File: config.mk
export PLATFORM = sky130hd
export DESIGN_NAME = axis_spi_rx
export DESIGN_NICKNAME = d
export VERILOG_FILES = /design/src/rtl/axis_spi_pkg.sv /design/src/rtl/spi_sync.sv /design/src/rtl/axis_spi_rx.sv
export SDC_FILE = /design/constraint.sdc
export NUM_CORES = 1
export LEC_CHECK = 0
export ABC_CLOCK_PERIOD_IN_PS = 1900
export CORE_MARGIN = 1
export CORE_UTILIZATION = 55
export DETAILED_ROUTE_END_ITERATION = 10
export DONT_BUFFER_PORTS = 1
export HOLD_SLACK_MARGIN = 0.02
export PLACE_DENSITY = 0.73
export SLEW_MARGIN = 10
export SYNTH_ARGS = -nofsm -noshare
export SYNTH_HDL_FRONTEND = slang
export SYNTH_SLANG_ARGS = --single-unit
export TNS_END_PERCENT = 100
File: constraint.sdc
create_clock -name clk -period 1.9 [get_ports clk]
set_input_delay 0.19 -clock clk [delete_from_list [all_inputs] [get_ports clk]]
set_output_delay 0.19 -clock clk [all_outputs]
set_load 0.005 [all_outputs]
File: src/rtl/axis_spi_pkg.sv
// axis_spi_pkg: shared state encoding and widths for the SPI-to-AXIS receiver
package axis_spi_pkg;
  typedef enum logic [1:0] {RESYNC, IDLE, SHIFT} state_t;
  localparam int AXIS_DATA_W = 32;
  localparam int CNT_W = $clog2(32) + 1;
endpackage

File: src/rtl/spi_sync.sv
// spi_sync: STAGES-deep single-bit synchroniser for asynchronous SPI pins
module spi_sync #(
  parameter int STAGES = 2
) (
  input  logic clk,
  input  logic resetn,
  input  logic d,
  output logic q
);
  logic [STAGES-1:0] r;
  always_ff @(posedge clk) begin
    if (!resetn) r <= '0;
    else r <= {r[STAGES-2:0], d};
  end
  assign q = r[STAGES-1];
endmodule

File: src/rtl/axis_spi_rx.sv
// axis_spi_rx: SPI mode-0 receiver to AXI-Stream; AXIS_SPI_RX_FIRST_EN adds m_axis_tuser first-word flag
module axis_spi_rx
  import axis_spi_pkg::*;
#(
  parameter int SPI_DATA_WIDTH = 32,
  parameter int SYNC_STAGES = 2
) (
  input  logic                   clk,
  input  logic                   resetn,
  input  logic                   SCK,
  input  logic                   MOSI,
  input  logic                   CS,
  output logic [AXIS_DATA_W-1:0] m_axis_tdata,
  output logic                   m_axis_tvalid,
  input  logic                   m_axis_tready,
`ifdef AXIS_SPI_RX_FIRST_EN
  output logic                   m_axis_tuser,
`endif
  output logic                   busy,
  output logic                   overrun,
  output logic                   frame_err,
  input  logic                   clear_err
);
  logic sck_s, mosi_s, cs_s, sck_d, cs_d;
  logic sck_rise, cs_rise, done, load, ov_ev, fe_ev;
  state_t state;
  logic [SPI_DATA_WIDTH-1:0] shift_reg, shift_nx;
  logic [CNT_W-1:0] bit_cnt, cnt_nx, cnt_after;
`ifdef AXIS_SPI_RX_FIRST_EN
  logic first;
`endif

  spi_sync #(.STAGES(SYNC_STAGES)) u_sck  (.clk(clk), .resetn(resetn), .d(SCK),  .q(sck_s));
  spi_sync #(.STAGES(SYNC_STAGES)) u_mosi (.clk(clk), .resetn(resetn), .d(MOSI), .q(mosi_s));
  spi_sync #(.STAGES(SYNC_STAGES)) u_cs   (.clk(clk), .resetn(resetn), .d(CS),   .q(cs_s));

  always_comb begin
    sck_rise  = sck_s & ~sck_d;
    cs_rise   = cs_s & ~cs_d;
    shift_nx  = {shift_reg[SPI_DATA_WIDTH-2:0], mosi_s};
    cnt_nx    = bit_cnt + 1'b1;
    done      = (state == SHIFT) && sck_rise && (cnt_nx == CNT_W'(SPI_DATA_WIDTH));
    // a final rise coinciding with CS rise still completes the word cleanly
    cnt_after = done ? '0 : ((state == SHIFT) && sck_rise) ? cnt_nx : bit_cnt;
    load      = done && (!m_axis_tvalid || m_axis_tready);
    ov_ev     = done && !load;
    fe_ev     = (state == SHIFT) && cs_rise && (cnt_after != '0);
  end

  assign busy = (state == SHIFT) && (bit_cnt != '0);

  always_ff @(posedge clk) begin
    if (!resetn) begin
      state         <= RESYNC;
      sck_d         <= 1'b0;
      cs_d          <= 1'b0;
      shift_reg     <= '0;
      bit_cnt       <= '0;
      m_axis_tdata  <= '0;
      m_axis_tvalid <= 1'b0;
      overrun       <= 1'b0;
      frame_err     <= 1'b0;
`ifdef AXIS_SPI_RX_FIRST_EN
      first         <= 1'b0;
      m_axis_tuser  <= 1'b0;
`endif
    end else begin
      sck_d     <= sck_s;
      cs_d      <= cs_s;
      overrun   <= ov_ev | (overrun & ~clear_err);
      frame_err <= fe_ev | (frame_err & ~clear_err);
      if (load) begin
        m_axis_tdata  <= AXIS_DATA_W'(shift_nx);
        m_axis_tvalid <= 1'b1;
`ifdef AXIS_SPI_RX_FIRST_EN
        m_axis_tuser  <= first;
`endif
      end else if (m_axis_tready) begin
        m_axis_tvalid <= 1'b0;
      end
      case (state)
        RESYNC: state <= cs_s ? IDLE : RESYNC;
        IDLE: begin
          if (!cs_s) begin
            state <= SHIFT;
`ifdef AXIS_SPI_RX_FIRST_EN
            first <= 1'b1;
`endif
          end
        end
        default: begin
          if (sck_rise) shift_reg <= shift_nx;
          bit_cnt <= cs_rise ? '0 : cnt_after;
          if (cs_rise) state <= IDLE;
`ifdef AXIS_SPI_RX_FIRST_EN
          if (done) first <= 1'b0;
`endif
        end
      endcase
    end
  end
endmodule

After elaboration in Yosys (flattened, before gate mapping)
Cells that the tools add are included.
Widths: inputs -> output; s select.
{"block": "totals", "reg_bits": 82, "elab_cells": 54, "out_inout_bits": 36, "input_bits": 7}
{"block": "op_classes", "n_reduce_logical": 18, "n_addsub": 1, "bitwise": 10, "n_eq_ne": 4, "mux": 9}
{"operator": "$mux 6", "n": 3}
{"operator": "$reduce_bool 6->1", "n": 2}
{"operator": "$logic_and 1x1->1", "n": 7}
{"operator": "$add 6x1->6 const B", "n": 1}
{"operator": "$eq 6x6->1 const B", "n": 1}
{"operator": "$and 1x1->1", "n": 4}
{"operator": "$mux 2", "n": 2}
{"operator": "$not 1->1", "n": 4}
{"operator": "$pmux 2 s2", "n": 1}
{"operator": "$reduce_and 2->1", "n": 2}
{"operator": "$mux 1", "n": 3}
{"operator": "$reduce_bool 3->1", "n": 1}
{"operator": "$eq 2x1->1 const B", "n": 1}
{"operator": "$eq 2x2->1 const B", "n": 1}
{"operator": "$logic_not 1->1", "n": 2}
{"operator": "$logic_not 2->1", "n": 1}
{"operator": "$ne 2x2->1 const B", "n": 1}
{"operator": "$or 1x1->1", "n": 2}
{"operator": "$reduce_bool 2->1", "n": 1}
{"operator": "$reduce_or 2->1", "n": 1}
{"operator": "$logic_or 1x1->1", "n": 1}

Longest topological paths before layout
{"block": "depth", "word_depth": 8, "depth_mapped": 7, "ltp_nobuf": 6}

Modules after synthesis
From an unflattened synthesis, not the netlist that was laid out.
{"block": "hier_totals", "cells_unflattened": 342, "hier_area_um2": 3291.9}
{"module": "axis_spi_rx", "area_each_um2": 3134.3, "cells_per_inst": 330, "instances": 1, "seq_area_each_um2": 1521.5}
{"module": "spi_sync", "area_each_um2": 52.6, "cells_per_inst": 4, "instances": 3, "seq_area_each_um2": 40.0}

Least setup slack after synthesis
No wires, ideal clock.
{"block": "synth_timing", "kind": "reg2reg", "from": "register bit_cnt[1]", "to": "register m_axis_tdata[0]", "path_buffers": 1, "setup_time_ns": 0.116, "path_stages_with_launch": 8, "period_less_slack_ns": 2.026, "path_slack_ns": -0.126, "arrival_ns": 1.910, "t_required_ns": 1.784, "cell_sequence": "dfxtp_1 > ha_1 > xnor2_1 > a31oi_2 > nor4b_4 > buf_6 > mux2i_1 > nor2b_1"}
{"block": "synth_via", "elab_chain_cells": 4}
{"item": "start: declaration", "line": "axis_spi_rx.sv:28", "text": "logic [CNT_W-1:0] bit_cnt, cnt_nx, cnt_after;"}
{"item": "start signal: assignment", "line": "axis_spi_rx.sv:93", "text": "bit_cnt <= cs_rise ? '0 : cnt_after;"}
{"item": "$add 6x1->6", "line": "axis_spi_rx.sv:41", "text": "cnt_nx = bit_cnt + 1'b1;"}
{"item": "$eq 6x6->1", "line": "axis_spi_rx.sv:42", "text": "done = (state == SHIFT) && sck_rise && (cnt_nx == CNT_W'(SPI_DATA_WIDTH));"}
{"item": "$logic_and 1x1->1", "line": "axis_spi_rx.sv:42"}
{"item": "$logic_and 1x1->1", "line": "axis_spi_rx.sv:45", "text": "load = done && (!m_axis_tvalid || m_axis_tready);"}
{"item": "end signal: assignment", "line": "axis_spi_rx.sv:73", "text": "m_axis_tdata <= AXIS_DATA_W'(shift_nx);"}
{"item": "end: declaration", "line": "axis_spi_rx.sv:13", "text": "output logic [AXIS_DATA_W-1:0] m_axis_tdata,"}
Every way passes these cells.
A chain may end at the register's enable or synchronous reset.

Worst setup path in the final report
{"block": "layout_timing", "from": "register bit_cnt[1]", "to": "register m_axis_tdata[18]"}
The elaborated chain is that of the path after synthesis.

==> flow_summary.json <==
{
  "grt_pass1_vias": 2052,
  "clk_path_buf_depth": 2,
  "final_max_slew_viol_count": 0,
  "grt-ovfl-total": 0,
  "detail_route.wl_per_cell_um": 13.3,
  "ir_drop_uv": 530,
  "portBuffers": 0,
  "postPlaceCellArea_um2": 3440,
  "drc": 0,
  "wirelength_um": 5720,
  "p_per_area_nw_per_um2": 796,
  "synthToLayoutAreaGrowth_pct": 13.4,
  "stdcell_area_um2": 3770,
  "rows": 27,
  "synth_largest_area_cell": "dfxtp_1",
  "post-place-ws_ns": -0.143,
  "ys_top_cells_by_area": "dfxtp_1 49%, mux2i_1 9.6%, a21boi_0 8.1%",
  "grt_pass1_wl_um": 9260,
  "synth_fp_nets": 354,
  "final_nets": 362,
  "syn_area_um2": 3320,
  "synth.top_cell.area_share_pct": 49.4,
  "coreArea_um2": 5680,
  "largest_register_ffs": 32,
  "ys_seq_area_share_pct": 49.4,
  "dieWidth_um": 79.7,
  "power.total_w": 0.00300,
  "skew_ns": 0.00742,
  "most-common-layout-cells": "79 x dfxtp_1, 70 x nand2_1, 36 x a21boi_0, 36 x nor2b_1, 31 x mux2i_1",
  "gp_congestion": 0.844,
  "ios": 43,
  "ff2ff_setup_slack_ns": 0.05,
  "dp_cells": 408,
  "rsz0062_at_grt": "yes",
  "ys_types": 43,
  "period_share_pct": 97.6,
  "start_util_pct": 58.5,
  "antenna_left": 0,
  "num_vias": 2283,
  "final_core_util_pct": 66.4,
  "tightest_slew_ns": 0.336,
  "required_ns": 2.13,
  "worst_slack_ns": 0.0456,
  "critPathSlowestCell": "dfxtp_4",
  "die_area_um2": 6350,
  "worstPathCellList": "ha_4 > xnor2_4 > a31oi_4 > nor4b_4 > buf_6 > buf_12 > mux2i_1 > nor2b_1",
  "cts.sinks": 82,
  "grt_usage_pct": 19.3,
  "dr.pass1.iters": 4,
  "syn_area_per_cell_um2": 9.63,
  "hold_viol": 0,
  "ys_ff_latch": 82,
  "path_clk_slew_ns": 0.07,
  "setup_viol": 0,
  "htree_levels": 3,
  "end_kind": "register",
  "arrival_ns": 2.09,
  "grt_max_degree": 83,
  "stdcell_count": 430,
  "final_common_cell": "dfxtp_1",
  "hold_class": "in2reg",
  "outcome": "finished clean",
  "critPathMaxStageDelay_ns": 0.38,
  "antenna_found_initial": 0,
  "critPathKind": "reg2reg",
  "leakagePower_nw": 1.19,
  "first_iter_violations": 93,
  "crit_fanout": 8,
  "yosysWarnings": 0,
  "final.min_clock_period_ns": 1.85,
  "drv_cap": 0,
  "fmax_ghz": 0.539,
  "slew_headroom_pct": 77.3,
  "diodes": 0,
  "drive_gt1_share_pct": 13.7,
  "numCtsBuffers": 9,
  "critPathLaunchType": "register",
  "tritoncts": "yes",
  "routed_via_density": 5.31,
  "insertion_delay_ns": 0.34,
  "fp.dieH_um": 79.7,
  "synthCells": 345,
  "hpwl_um": 3650,
  "cts_root_buf": "clkbuf_8"
}
## Yosys cell counts (all sizes together)
cell type / number
nand3: 4
nand2: 70
and2b: 1
a31oi: 3
nand4: 2
xnor2: 2
nor4b: 1
o21a: 1
o22ai: 1
a22oi: 2
nor2b: 36
inv: 4
a21oi: 3
a311oi: 1
and3: 1
a21bo: 1
and4bb: 1
nor3b: 1
clkbuf: 18
o21ai: 4
buf: 7
o221a: 1
dfxtp: 82
nor2: 2
mux2i: 32
o311ai: 1
and3b: 1
a21boi: 36
and2: 9
ha: 2
o21ba: 1
nor4: 1
nand4b: 1
nand2b: 3
a31o: 1
nor3: 4
or2b: 1
nand3b: 2
or3: 1
## final timing paths
kind,to,depth (start not counted),startpoint
hold / removal,overrun,2,clear_err
hold reg to reg,u_cs.r[1],1,u_cs.r[0]
setup reg to reg,m_axis_tdata[18],8,bit_cnt[1]
setup / recovery,m_axis_tdata[18],8,bit_cnt[1]
## worst max-delay path, delay by kind of cell (launching register included)
kind	cells	cell delay [ns]
mux	1	0.19
xor+xnor	1	0.15
simple gates	2	0.40
flops	1	0.38
compound gates	1	0.12
fa+ha+maj	1	0.18
buf+inv	2	0.31
## through the flow
stage / TNS (ns) / hold WS [ns]
finish: 0 / 0.0823
global route: -0.500 / 0.0858
CTS: 0 / 0.0655
detailed placement: -3.45 / 0.317
global placement: -1.69 / 0.317
floorplan: 0 / 0.317
## what timing repair did
action | 4_1_cts | 5_1_grt
setup endpoints to repair | 34 | 32
gates resized for setup | 2 | 9
gates cloned | 0 | 1
hold buffers | 4 | 0
pin swaps | 2 | 2
setup buffers | 0 | 1
hold endpoints to repair | 82 | 0
## area by class of cell
type	instances	area, µm²
sequential	82	1650
tap	72	90.1
timing repair buffer	22	246
clock inverter	4	52.6
clock buffer	12	135
inverter	4	15.0
fill	464	1910
multi-input combinational	234	1580
## report_power, final
part / internal (W) / switching (W) / total (W)
Sequential: 0.00172 / 0.00000378 / 0.00173
Clock: 0.000612 / 0.000594 / 0.00121
Combinational: 0.0000372 / 0.0000314 / 0.0000686
## kinds of logic (layout without fill, tap and decap cells)
family | after synthesis | count (layout) | share of synthesized area [%]
AO/OA/AOI/OAI | 56 | 56 | 12.7
XOR/XNOR | 2 | 2 | 0.527
adder cells (fa/ha/maj) | 2 | 2 | 0.753
buffers and inverters | 29 | 42 | 4.37
flip-flops | 82 | 82 | 49.4
multiplexers | 32 | 32 | 9.64
AND/OR/NAND/NOR | 142 | 142 | 22.6
## metal layers
metal | vias up | GRT usage, % | wire (µm)
met4 | 0 | 9.82 | 93
met2 | 44 | 30.2 | 2560
met5 | - | 0 | 0
met3 | 10 | 5.71 | 298
met1 | 1063 | 23.8 | 2770
li1 | 1166 | - | -
(Power assumes the default switching activity.)
==> variant: new RTL, same flow settings <==
Re-encode `state_t` (3 states) as one-hot, 3 bits wide.
--- a/src/rtl/axis_spi_pkg.sv
+++ b/src/rtl/axis_spi_pkg.sv
@@ -2,3 +2,3 @@
 package axis_spi_pkg;
-  typedef enum logic [1:0] {RESYNC, IDLE, SHIFT} state_t;
+  typedef enum logic [2:0] {RESYNC = 3'b001, IDLE = 3'b010, SHIFT = 3'b100} state_t;
   localparam int AXIS_DATA_W = 32;
Check against the original RTL: no difference found for any inputs over 10 cycles, from zero or initial values and one cycle with resetn low; not proved beyond that.
==> variant against the unedited design <==
Area after synthesis is 0.75% higher; maximum frequency is 6.4% higher; via count is 12% higher; utilization is 3.1 points lower; hold slack better by 0.021 ns; sequential share of layout area is 0.82 points higher; final area is 1.2% lower; critical path type unchanged; critical endpoint is now m_axis_tdata[19]; combinational power is 47% higher; power is 8.8% higher; sequential cell count is 1 higher; worst setup slack better by 0.11 ns; clock skew is 0.0014 ns higher; routed wire length is 7.7% higher.
==> variant: results (changes against the unedited design) <==
stage;metric;value;unit;change
cts;post_cts resized;0;;-2
critical_path;CP max FO;22;;+14
worst_hold_path;hold path cells;3;;+1
route;total wire length;6170;um;+7.7%
cts;Post-CTS Hold Buffers;5;;+1
placed_design;detailed placement HPWL;3930;um;+7.8%
power;sequential power share;0.538;;-0.037
global_route;largest net degree at the start of global routing;75;;-9.6%
logic_synthesis;Area contributors post-synth;dfxtp_1 50%, nand2_1 15%, mux2i_1 9.6%;;
route;metal1 wirelength;2850;um;+2.9%
logic_synthesis;Post-Syn Instances;389;;+13%
cts;cts bufs inserted;9;;unchanged
cts;Clock transition at path regs;0.09;ns;+0.02 ns
route;Vias;2557;;+12%
cts;total setup buffers inserted after CTS;0;;unchanged
global_route;vias in the first global route;2303;;+12%
placed_design;count of input and output buffers;0;;unchanged
placed_design;placed cells;449;;+10%
route;Routed WL per cell;13.1;um;-1.4%
power;Sw Pwr;0.000733;W;+16%
logic_synthesis;sequential share of the synthesized area;0.496;;+0.00229
route;metal2 WL;2890;um;+13%
finish;fraction of layout cells with a size suffix above 1;0.0937;;-0.0432
route;DRC violation total after the first TritonRoute iteration;122;;+31%
critical_path;worst setup path startpoint;bit_cnt[1];;
critical_path;Reg2Reg Depth;5;;-3
route;WL met3;281;um;-5.7%
power;Clk. pwr;0.00141;W;+17%
finish;ANT cells;0;;unchanged
placed_design;placer's final routability congestion estimate;0.860;;+1.9%
critical_path;Reg2Reg Launch Point;bit_cnt[1];;
timing;Final WS setup;0.156;ns;+0.111 ns
outcome;status;complete, no violations;;
power;Static Leak;1.18;nW;-1.3%
global_route;M3 GR Usage;0.0434;;-0.0137
critical_path;CP Capture Point;m_axis_tdata[19];;
timing;Tightest Pin Transition;0.507;ns;+0.171 ns
timing;Worst Skew;0.00880;ns;+0.00139 ns
finish;Nets;399;;+10%
power;maximum vdd drop;0.000494;V;-6.9%
global_route;GR met2 Demand/Resource;0.334;;+0.0325
logic_synthesis;post-synthesis cell area;3350;sq um;+0.75%
power;Clock Power Share;0.431;;+0.029
global_route;global-route wire length before repair;9970;um;+7.7%
worst_hold_path;Hold Path Class;in2reg;;
cts;Worst-Skew Late Latency;0.36;ns;+0.02 ns
logic_synthesis;Async S/R FF share, synth;0;;unchanged
logic_synthesis;Synth cell types;42;;-2.3%
route;DRT Pass-1 Iters;4;;unchanged
worst_hold_path;worst hold endpoint;frame_err;;
global_route;Total GRT Usage;0.203;;+0.0103
placed_design;pre-CTS setup slack;0.140;ns;+0.282 ns
logic_synthesis;Synth top cells by count;134 x nand2_1, 83 x dfxtp_1, 44 x a21oi_1;;
critical_path;Worst EP arrival;2.03;ns;-0.06 ns
global_route;GR Util met1;0.242;;+0.00416
-- variant: cell type report --
cell class,count,area (sq um)
multi-input cells,275,1540
repair buffers,16,191
clock buffers,9,124
clock inverters,7,98.8
well taps,75,93.8
flip-flops and latches,83,1660
inverters,5,18.8
fillers,499,2160
-- variant: metrics by stage --
stage | hold WS [ns] | instance area [sq um]
after floorplan | 0.317 | 3350
after global placement | 0.274 | 3430
after detailed placement | 0.272 | 3430
after CTS | 0.0872 | 3720
after global routing | 0.115 | 3720
final | 0.104 | 3720
-- variant: cells by family (layout without fill, tap and decap cells) --
family	count (synthesis)	after routing	share of synthesized area
DFF	83	83	0.496
buffers and inverters	31	37	0.0467
adders and majority gates	2	2	0.00748
and+or+nand+nor	172	172	0.229
xor gates and xnor gates	3	3	0.00785
muxes	33	33	0.102
AOI/OAI and AO/OA	65	65	0.110
-- variant: critical path: stages, from the launching register on --
cell     delay, ns
dfxtp_1       0.44
ha_1          0.27
nand2_1       0.13
nor4_4        0.39
buf_12        0.24
mux2i_1       0.20
